--- src/rtl/key_event_arbiter.sv ---
// Key front end: per-key sync + debounce, press-to-event conversion, round-robin
// arbitration onto a single event path, and a small FIFO with a valid/ready handshake.
module key_event_arbiter #(
    parameter int unsigned NKEYS           = 12,
    parameter int unsigned DEBOUNCE_CYCLES = 4,
    parameter int unsigned CNT_W           = 8,
    parameter int unsigned FIFO_DEPTH      = 4
) (
    input  logic             clk,
    input  logic             rst,
    input  logic [NKEYS-1:0] keystroke,
    output logic             key_valid,
    output logic [3:0]       key_code,
    input  logic             key_ready,
    output logic [NKEYS-1:0] keys_stable,
    output logic             overflow
);

    localparam int unsigned AW = (FIFO_DEPTH > 1) ? $clog2(FIFO_DEPTH) : 1;

    logic [NKEYS-1:0] sync1_q, sync2_q;
    logic [NKEYS-1:0] stable_q, stable_d;
    logic [NKEYS-1:0] pending_q, pending_d;
    logic [CNT_W-1:0] cnt_q [NKEYS];
    logic [CNT_W-1:0] cnt_d [NKEYS];
    logic [3:0]       rr_ptr_q, rr_ptr_d;
    logic             overflow_q, overflow_d;

    logic [3:0]       mem_q [FIFO_DEPTH];
    logic [AW-1:0]    wr_ptr_q, rd_ptr_q;
    logic [AW:0]      count_q;

    logic [NKEYS-1:0] rise, grant_mask;
    logic [4:0]       cand;
    logic             grant_hit;
    logic [3:0]       grant_idx;
    logic             full, push, pop;

    // Debounce: a level change is accepted only after persisting DEBOUNCE_CYCLES cycles.
    always_comb begin
        stable_d = stable_q;
        for (int i = 0; i < NKEYS; i++) begin
            cnt_d[i] = '0;
            if (sync2_q[i] != stable_q[i]) begin
                if (cnt_q[i] == CNT_W'(DEBOUNCE_CYCLES - 1)) begin
                    stable_d[i] = sync2_q[i];
                end else begin
                    cnt_d[i] = cnt_q[i] + CNT_W'(1);
                end
            end
        end
    end

    assign rise = stable_d & ~stable_q;

    // Round-robin search over the registered pending bits, starting at rr_ptr.
    always_comb begin
        grant_hit = 1'b0;
        grant_idx = '0;
        cand      = '0;
        for (int k = 0; k < NKEYS; k++) begin
            cand = 5'(rr_ptr_q) + 5'(k);
            if (cand >= 5'(NKEYS)) begin
                cand = cand - 5'(NKEYS);
            end
            if (!grant_hit && pending_q[cand[3:0]]) begin
                grant_hit = 1'b1;
                grant_idx = cand[3:0];
            end
        end
    end

    assign full      = (count_q == (AW + 1)'(FIFO_DEPTH));
    assign push      = grant_hit && !full;
    assign key_valid = (count_q != '0);
    assign pop       = key_valid && key_ready;

    always_comb begin
        grant_mask = '0;
        if (push) begin
            grant_mask = NKEYS'(1) << grant_idx;
        end
        // A press on a key whose previous event is still pending is lost.
        pending_d  = (pending_q & ~grant_mask) | (rise & ~pending_q);
        overflow_d = overflow_q | (|(rise & pending_q));
        rr_ptr_d   = rr_ptr_q;
        if (push) begin
            rr_ptr_d = (grant_idx == 4'(NKEYS - 1)) ? 4'd0 : grant_idx + 4'd1;
        end
    end

    always_ff @(posedge clk or posedge rst) begin
        if (rst) begin
            sync1_q    <= '0;
            sync2_q    <= '0;
            stable_q   <= '0;
            pending_q  <= '0;
            rr_ptr_q   <= '0;
            overflow_q <= 1'b0;
            for (int i = 0; i < NKEYS; i++) begin
                cnt_q[i] <= '0;
            end
        end else begin
            sync1_q    <= keystroke;
            sync2_q    <= sync1_q;
            stable_q   <= stable_d;
            pending_q  <= pending_d;
            rr_ptr_q   <= rr_ptr_d;
            overflow_q <= overflow_d;
            for (int i = 0; i < NKEYS; i++) begin
                cnt_q[i] <= cnt_d[i];
            end
        end
    end

    always_ff @(posedge clk or posedge rst) begin
        if (rst) begin
            wr_ptr_q <= '0;
            rd_ptr_q <= '0;
            count_q  <= '0;
            for (int i = 0; i < FIFO_DEPTH; i++) begin
                mem_q[i] <= '0;
            end
        end else begin
            if (push) begin
                mem_q[wr_ptr_q] <= grant_idx;
                wr_ptr_q        <= wr_ptr_q + AW'(1);
            end
            if (pop) begin
                rd_ptr_q <= rd_ptr_q + AW'(1);
            end
            if (push && !pop) begin
                count_q <= count_q + (AW + 1)'(1);
            end else if (pop && !push) begin
                count_q <= count_q - (AW + 1)'(1);
            end
        end
    end

    assign key_code    = key_valid ? mem_q[rd_ptr_q] : 4'd0;
    assign keys_stable = stable_q;
    assign overflow    = overflow_q;

endmodule

--- config.mk ---
export PLATFORM = sky130hd
export DESIGN_NAME = key_event_arbiter
export DESIGN_NICKNAME = d
export VERILOG_FILES = /design/src/rtl/key_event_arbiter.sv
export SDC_FILE = /design/constraint.sdc
export NUM_CORES = 1
export LEC_CHECK = 0
export BUFFER_PORTS_ARGS = -buffer_cell sky130_fd_sc_hd__buf_2
export CAP_MARGIN = 10
export CORE_ASPECT_RATIO = 1.75
export CORE_MARGIN = 2
export CORE_UTILIZATION = 50
export DETAILED_ROUTE_END_ITERATION = 6
export HOLD_SLACK_MARGIN = 0.1
export PLACE_DENSITY_LB_ADDON = 0.3
export SLEW_MARGIN = 20
export SYNTH_ARGS = -nofsm -noshare
export SYNTH_HDL_FRONTEND = slang
export SYNTH_SLANG_ARGS = --single-unit
--- constraint.sdc ---
create_clock -name clk -period 10.65 [get_ports clk]
set_input_delay 0.5325 -clock clk [delete_from_list [all_inputs] [get_ports clk]]
set_output_delay 0.5325 -clock clk [all_outputs]
set_load 0.05 [all_outputs]
==> results.cfg <==
[status]
outcome = completed

[detailed_routing]
vias_per_cell = 5.97
drt_iter0_markers = 499
ant_nets = 0
wl_um = 22400
num_vias = 7564
wire_per_inst_um = 17.6
dr.pass1.iters = 5
drc = 0

[yosys]
synth_edf_count = 0
synth_top_cell_by_area = dfrtp_1
synth_warnings = 0
synth_nets = 1039
syn_area_mm2 = 0.00999
synth.avg_cell_area_um2 = 10.2
synthFlopType = dfrtp_1
synthTopCellsByArea = dfrtp_1 43%, ha_1 5.6%, xor2_1 5.4%
synth-async-reset-ratio_pct = 100
ys_ff_latch = 172
synthCells = 978
ys_types = 87
seq_area_frac_synth_pct = 43.1
synthTopCellsByCount = 172 x dfrtp_1, 129 x nor2_1, 68 x nand3_1
yosysMostFrequentCell = dfrtp_1
synth_top_area_share_pct = 43.1

[clock_tree]
cts_setup_buffers = 0
hold_buffers = 0
cts_root_buffer = clkbuf_16
clock_path_buffers = 2
clock_sink_count = 172
numCtsBuffers = 17
cts_tree = built
cts.clk_slew.worst_paths_ns = 0.07
htreeDepth = 4
cts_resized = 0
clkLatencyLatePin_ns = 0.43

[setup_path]
r2r_slack_ns = 4.36
critical_path_class = flip-flop to flip-flop
worstSetupEndpointType = flip-flop
worstPathArrival_ns = 6.61
critPathBufInv = 1
cp_top_family = compound AO/OA/AOI/OAI gates
reg2reg_from = rr_ptr_q[1]
worstPathRequired_ns = 10.97
cp-start-kind = flip-flop
cpPeakStageDelay_ns = 0.69
r2r_cells = 17
cpMostUsedCell = ha_1
worstPathCellList = ha_1, xnor2_1, clkinv_1, ha_1, o21ai_0, a21oi_1, or3_1, a2111oi_4, and4bb_4, nand4b_4, nor3b_1, a2bb2oi_1, or2_1, ha_1, ha_1, nand3_1, o22a_1
slowest_stage = dfrtp_1
r2r-end = pending_q[7]
cp_max_fo = 23

[timing]
max_slew_margin_pct = 34.8
fmax_mhz = 159
period_needed_ns = 6.29
layout_setup_ws_ns = 4.36
setup_viol = 0
hold_viol = 0
rsz0062_at_grt = false
tightest_slew_ns = 0.967
skew_ns = 0.00770
drv_slew = 0
finalCritPeriodShare_pct = 59.0
fin_tns_setup_ns = 0

[hold_path]
hp-start = keystroke[5]
whs_endpoint = sync1_q[5]
min_path_type = input port to flip-flop
holdPathStages = 1

[place]
dp_slack_ns = 4.50
hpwlAfterDp_um = 16500
portBuffers = 32
gp_congestion = 1.01

[grt]
grtUsageTotal_pct = 22.0
grt_pass1_vias = 7757
grt_max_degree = 105
antenna_found_initial = 0
grt_pass1_wl_um = 37200
grt_overflow = 0

[final_layout]
nets = 1071
drive_gt1_share_pct = 13.2
fin_util_pct = 55.7
num_antenna_cells = 0
areaGrowthSynthToFinish_pct = 9.53

[floorplanning]
coreArea_mm2 = 0.0197
die_height_um = 191
pin_count = 33
die_x_um = 111
row_count = 68
start_util_pct = 50.8
dieArea_mm2 = 0.0212

[flow_run]
drv_cap = 0
-- metrics by stage --
| step | hold slack [ns] | instances | instance area [µm²] |
|---|---|---|---|
| floorplan | 0.331 | 978 | 9990 |
| global route | 0.179 | 1268 | 10900 |
| global placement | 0.333 | 1236 | 10400 |
| detailed placement | 0.335 | 1236 | 10400 |
| finish | 0.201 | 1268 | 10900 |
| CTS | 0.181 | 1268 | 10900 |
-- final cells by class --
class                           instances  area (µm²)
Multi-Input combinational cell        754        5450
Inverter                               30         118
Clock buffer                           20         447
Clock inverter                         12         138
Timing Repair Buffer                   35         183
Fill cell                            1667        8710
Sequential cell                       172        4300
Tap cell                              245         307
-- layer usage --
layer	track usage (%)	routed length [µm]
met4	15.5	1570
met3	3.96	711
met2	39.6	11800
met5	0	0
met1	22.9	8350
-- cells in the final DEF, fill, tap and decap left out, types with 7 or more instances in the layout --
cell and n:
nand2b_1 7, a31oi_1 7, nand3_1 68, and2_1 15, nor4_1 11, a41oi_1 11, mux4_2 16, buf_2 32
nor3_1 14, o31ai_1 8, nor3b_1 18, xnor2_1 36, a21oi_1 32, ha_1 45, o21ai_0 26, nor2_1 129
o21a_1 8, nand2_1 57, dfrtp_1 172, inv_1 27, and3_1 35, clkbuf_16 17, o211ai_1 8, xor2_1 62
mux2_2 25
-- state kept, by name, indices dropped and copies added, names as in the netlist, 3 cells and up --
signal	cells
sync1_q	12
keys_stable	12
sync2_q	12
count_q	3
cnt_q	96
pending_q	12
rr_ptr_q	4
mem_q	16
-- worst max-delay path by stage --
stage / slack, ns / start / end / cells past startpoint
finish: 4.36 / rr_ptr_q[1] / pending_q[7] / 17
global route: 3.86 / rr_ptr_q[1] / pending_q[7] / 17
CTS: 4.46 / rr_ptr_q[1] / pending_q[7] / 17
detailed placement: 4.50 / rr_ptr_q[1] / pending_q[7] / 17
global placement: 4.68 / rr_ptr_q[1] / count_q[1] / 16
floorplan: 5.46 / rst / cnt_q[0] / 1
-- cells by family after synthesis --
family                   after synthesis  synth area share (%)
adder cells (fa/ha/maj)               46                  5.84
flip-flops                           172                  43.1
buffers and inverters                 52                  2.39
AND/OR/NAND/NOR                      392                  19.9
XOR/XNOR                              98                  8.59
AO/OA/AOI/OAI                        169                  12.9
multiplexers                          49                  7.28
Power is left out: the tool's default activity adds up to more than one toggle a clock period on the data nets, which glitch-free logic cannot reach.
